<file path="src/rtl/game_sound_player.sv">
// ============================================================================
// Module      : game_sound_player
// Description : Plays a 3-note square-wave win/lose jingle on a 1-bit audio pin
//               in response to one-cycle game events. Optional SOUND_MUTE_EN
//               adds a mute input that silences audio_out only.
// Revision    : 1.0 - initial release
// ============================================================================
`default_nettype none

module game_sound_player #(
  parameter int CLK_HZ  = 50_000_000,
  parameter int NOTE_MS = 150,
  parameter int GAP_MS  = 40
) (
  input  logic       clk,
  input  logic       reset,
  input  logic       win,
  input  logic       lose,
`ifdef SOUND_MUTE_EN
  input  logic       mute,
`endif
  output logic       audio_out,
  output logic       busy,
  output logic       done,
  output logic       melody,
  output logic [1:0] note_idx
);

  localparam int CYC_PER_MS  = CLK_HZ / 1000;
  localparam int NOTE_CYCLES = CYC_PER_MS * NOTE_MS;
  localparam int GAP_RAW     = CYC_PER_MS * GAP_MS;
  localparam int GAP_CYCLES  = (GAP_RAW < 1) ? 1 : GAP_RAW;
  localparam int DUR_MAX     = (NOTE_CYCLES > GAP_CYCLES) ? NOTE_CYCLES : GAP_CYCLES;
  localparam int DUR_W       = $clog2(DUR_MAX + 1);

  localparam logic [DUR_W-1:0] NOTE_LAST = DUR_W'(NOTE_CYCLES - 1);
  localparam logic [DUR_W-1:0] GAP_LAST  = DUR_W'(GAP_CYCLES - 1);
  localparam logic [DUR_W-1:0] DUR_ONE   = DUR_W'(1);

  // Half periods in clock cycles, truncated
  localparam logic [16:0] HP_C5 = 17'(CLK_HZ / (2 * 523));
  localparam logic [16:0] HP_E5 = 17'(CLK_HZ / (2 * 659));
  localparam logic [16:0] HP_G5 = 17'(CLK_HZ / (2 * 784));
  localparam logic [16:0] HP_G4 = 17'(CLK_HZ / (2 * 392));
  localparam logic [16:0] HP_E4 = 17'(CLK_HZ / (2 * 330));
  localparam logic [16:0] HP_C4 = 17'(CLK_HZ / (2 * 262));

  typedef enum logic [1:0] {
    IDLE = 2'd0,
    TONE = 2'd1,
    GAP  = 2'd2
  } state_t;

  state_t           state;
  logic [16:0]      tone_cnt;
  logic [16:0]      hp;
  logic [DUR_W-1:0] dur_cnt;
  logic             tone_level;
  logic             restart;
  logic             restart_mel;

  always_comb begin
    hp = HP_C5;
    case ({melody, note_idx})
      3'b000:  hp = HP_C5;
      3'b001:  hp = HP_E5;
      3'b010:  hp = HP_G5;
      3'b100:  hp = HP_G4;
      3'b101:  hp = HP_E4;
      3'b110:  hp = HP_C4;
      default: hp = HP_C5;
    endcase
  end

  // Lose always wins; a win only (re)starts from idle or over another win.
  always_comb begin
    restart     = 1'b0;
    restart_mel = 1'b0;
    if (lose) begin
      restart     = 1'b1;
      restart_mel = 1'b1;
    end else if (win && (state == IDLE || !melody)) begin
      restart     = 1'b1;
      restart_mel = 1'b0;
    end
  end

  always_ff @(posedge clk) begin
    if (reset) begin
      state      <= IDLE;
      tone_cnt   <= '0;
      dur_cnt    <= '0;
      tone_level <= 1'b0;
      busy       <= 1'b0;
      done       <= 1'b0;
      melody     <= 1'b0;
      note_idx   <= 2'd0;
    end else begin
      done <= 1'b0;
      if (restart) begin
        state      <= TONE;
        melody     <= restart_mel;
        note_idx   <= 2'd0;
        tone_cnt   <= '0;
        dur_cnt    <= '0;
        tone_level <= 1'b0;
        busy       <= 1'b1;
      end else begin
        case (state)
          TONE: begin
            if (dur_cnt == NOTE_LAST) begin
              state      <= GAP;
              dur_cnt    <= '0;
              tone_cnt   <= '0;
              tone_level <= 1'b0;
            end else begin
              dur_cnt <= dur_cnt + DUR_ONE;
              if (tone_cnt == hp - 17'd1) begin
                tone_cnt   <= '0;
                tone_level <= ~tone_level;
              end else begin
                tone_cnt <= tone_cnt + 17'd1;
              end
            end
          end
          GAP: begin
            if (dur_cnt == GAP_LAST) begin
              dur_cnt <= '0;
              if (note_idx == 2'd2) begin
                state <= IDLE;
                busy  <= 1'b0;
                done  <= 1'b1;
              end else begin
                state    <= TONE;
                note_idx <= note_idx + 2'd1;
              end
            end else begin
              dur_cnt <= dur_cnt + DUR_ONE;
            end
          end
          default: begin
            state <= IDLE;
          end
        endcase
      end
    end
  end

`ifdef SOUND_MUTE_EN
  // Tone phase keeps running under mute so release resumes mid-waveform
  assign audio_out = tone_level & ~mute;
`else
  assign audio_out = tone_level;
`endif

endmodule

`default_nettype wire
</file>
<file path="config.mk">
export PLATFORM = sky130hd
export DESIGN_NAME = game_sound_player
export DESIGN_NICKNAME = d
export VERILOG_FILES = /design/src/rtl/game_sound_player.sv
export SDC_FILE = /design/constraint.sdc
export NUM_CORES = 1
export LEC_CHECK = 0
export ABC_AREA = 1
export CORE_ASPECT_RATIO = 0.9
export CORE_MARGIN = 5
export CORE_UTILIZATION = 42
export DETAILED_ROUTE_END_ITERATION = 10
export PLACE_DENSITY = 0.62
export SYNTH_ARGS = -nofsm -noshare
export SYNTH_HDL_FRONTEND = slang
export SYNTH_SLANG_ARGS = --single-unit
</file>
<file path="constraint.sdc">
create_clock -name clk -period 3.6 [get_ports clk]
set_clock_uncertainty 0.15 [all_clocks]
set_input_delay 0.36 -clock clk [delete_from_list [all_inputs] [get_ports clk]]
set_output_delay 0.36 -clock clk [all_outputs]
set_load 0.1 [all_outputs]
</file>
==> results.toml <==
[route]
first_pass_iters = 5
wl_um = 7260
drt_iter0_drc = 273
antenna_left = 0
avgRoutedWirePerCell_um = 12.9
num_vias = 2874
routed_via_density = 5.12
drc = 0

[logic_synthesis]
synth-edff-count = 0
syn_inst = 457
synth_common_cells = "94 x nand2_1, 74 x nor2_1, 65 x inv_1, 48 x dfxtp_1, 31 x nand3_1"
syn-cell-area_mm2 = 0.00302
async_flop_share_pct = 0
ys.flop_type = "dfxtp_1"
ys_types = 33
yosys.cell_count.top_type = "nand2_1"
synthesis.nets = 470
synth_seq_area_share_pct = 31.8
yosysTopAreaCell = "dfxtp_1"
synth.avg_cell_area_um2 = 6.60
ys_ff_latch = 48
netlist_top_cells_area = "dfxtp_1 32%, nand2_1 12%, nor2_1 9.2%"
synth_top_cell_area_share_pct = 31.8
synth_warnings = 0

[cells_and_area]
diodes = 0
drive_above_1_share_pct = 3.85
area_growth_pct = 9.49
finish.utilization_pct = 46.9
final_nets = 480

[sta]
hold_ws_ns = 0.321
fin_setup_tns_ns = 0
period_minus_slack_ns = 2.83
maxSlewHeadroom_pct = 33.8
period_share_pct = 78.7
timing.fmax_ghz = 0.353
drv_slew = 0
worst_pin_slew_ns = 0.990
setup_viol = 0
hold_viol = 0
rsz0062_at_grt = "no"

[global_routing]
gr-usage-all-layers_pct = 16.8
gr-total-overflow = 0
grt_pass1_wl_um = 12500
antenna_found_initial = 0
grt_pass1_vias = 2618
grt_max_degree = 17

[clocking]
cts_tree = "yes"
cts_buffers = 5
cts_buffer_depth = 2
clk_pin_slew_ns = 0.09
cts.repair.resized = 0
cts_root_buf = "clkbuf_8"
hold_buffers = 0
cts_setup_buffers = 0
clk-insertion-delay-late_ns = 0.30
cts_sinks = 48
htree_levels = 2

[critical_path]
cp-start-kind = "flip-flop"
crit_required_ns = 3.64
r2r_cells = 19
critPathKind = "reg2reg"
end_kind = "flip-flop"
worstPathArrival_ns = 2.88
worstPathMaxFanout = 16

[die]
die_h_um = 90.4
rows = 29
io_pins = 10
initial_core_util_pct = 42.9
core_mm2 = 0.00704
die_width_um = 99.4
die_area_mm2 = 0.00898

[place]
gp_congestion = 0.974
io_buffer_count = 9
dp_hpwl_um = 5720

[job]
maxCapViolations = 0

[power]
sw_frac_of_total_pct = 24.1
p_sw_mw = 0.248
cellLeakagePower_nw = 1.18
pwr-share-seq_pct = 52.1
max-vdd-ir-drop_mv = 0.133
comb_power_share_pct = 7.6
p_int_mw = 0.784
finalPower_mw = 1.03
power_density_mw_per_mm2 = 312
clkPwrFrac_pct = 40.3

[status]
status = "complete, no violations"

[hold_path]
min_path_cells = 2
hold_class = "reg2reg"
-- worst paths after layout --
check	slack (ns)	startpoint	to
setup / recovery	0.77	note_idx[1]	tone_cnt[14]
hold / removal	0.32	busy	busy
setup reg to reg	0.77	note_idx[1]	tone_cnt[14]
hold reg to reg	0.32	busy	busy
-- routing by layer --
| metal | share of wire [%] | wire, um | track usage, % |
|---|---|---|---|
| met4 | 1.2 | 87 | 4.44 |
| met2 | 37 | 2720 | 22.7 |
| met1 | 55 | 4010 | 26.3 |
| met3 | 6.1 | 444 | 3.63 |
| met5 | 0 | 0 | 0 |
-- registers in the layout (all words and copies together) (netlist names) --
register   cells
dur_cnt       23
tone_cnt      17
note_idx       2
state          2
audio_out      1
busy           1
done           1
melody         1
-- cells in the final DEF, fill, tap and decap left out, drive strengths merged, types with 2 or more instances in the layout --
| cell type | synthesis | layout |
|---|---|---|
| clkbuf | 1 | 6 |
| ha | 9 | 9 |
| nor2 | 77 | 77 |
| nand2 | 96 | 96 |
| nor3 | 21 | 21 |
| xnor2 | 3 | 3 |
| inv | 66 | 66 |
| o21ai | 13 | 13 |
| nand4 | 21 | 21 |
| nor4 | 10 | 10 |
| nand3 | 32 | 32 |
| clkdlybuf4s50 | 0 | 9 |
| xor2 | 29 | 29 |
| or2 | 2 | 2 |
| dfxtp | 48 | 48 |
| a211oi | 5 | 5 |
| a21oi | 12 | 12 |
-- area by class of cell --
cell class	instances	area [um^2]
clock buffers	6	82.6
clock inverters	2	38.8
fillers	768	3730
inverters	66	248
multi-input cells	337	1770
flip-flops and latches	48	961
well taps	93	116
repair buffers	9	90.1
-- through the flow --
stage	instance area, um^2	cells	worst slack (ns)
6_report	3300	561	0.768
3_3_place_gp	3180	553	0.936
2_1_floorplan	3020	457	0.211
4_1_cts	3300	561	0.784
3_5_place_dp	3180	553	0.797
5_1_grt	3300	561	0.423
-- power groups by stage --
| stage | clock [mW] | sequential, mW | combinational (mW) |
|---|---|---|---|
| after floorplan | 0 | 0.561 | 0.0504 |
| after global placement | 0 | 0.550 | 0.0784 |
| after detailed placement | 0 | 0.550 | 0.0783 |
| after CTS | 0.430 | 0.538 | 0.0787 |
| after global routing | 0.449 | 0.539 | 0.0874 |
| final | 0.416 | 0.538 | 0.0782 |
-- cell families (layout without fill, tap and decap cells) --
group	count (synthesis)	count (layout)	share of synthesized area (%)
fa+ha+maj	9	9	3.73
simple gates	262	262	39.1
xor+xnor	32	32	9.29
compound gates	34	34	6.43
flops	48	48	31.8
buf+inv	72	83	9.58
-- critical path, stage by stage (launching register included) --
cell and delay (ns):
dfxtp_1 0.34, inv_1 0.12, ha_1 0.20, inv_1 0.09
nor2_1 0.22, nand2_1 0.18, inv_1 0.11, ha_1 0.24
nand2_1 0.09, nand3_1 0.08, nor2_1 0.11, nand3_1 0.08
nor2_1 0.09, nand3_1 0.07, nor2_1 0.08, nand4_1 0.09
nand2_1 0.09, nand2_2 0.06, nand2_4 0.18, nor2_1 0.06
Note: power is estimated with default switching activity, not from simulation.
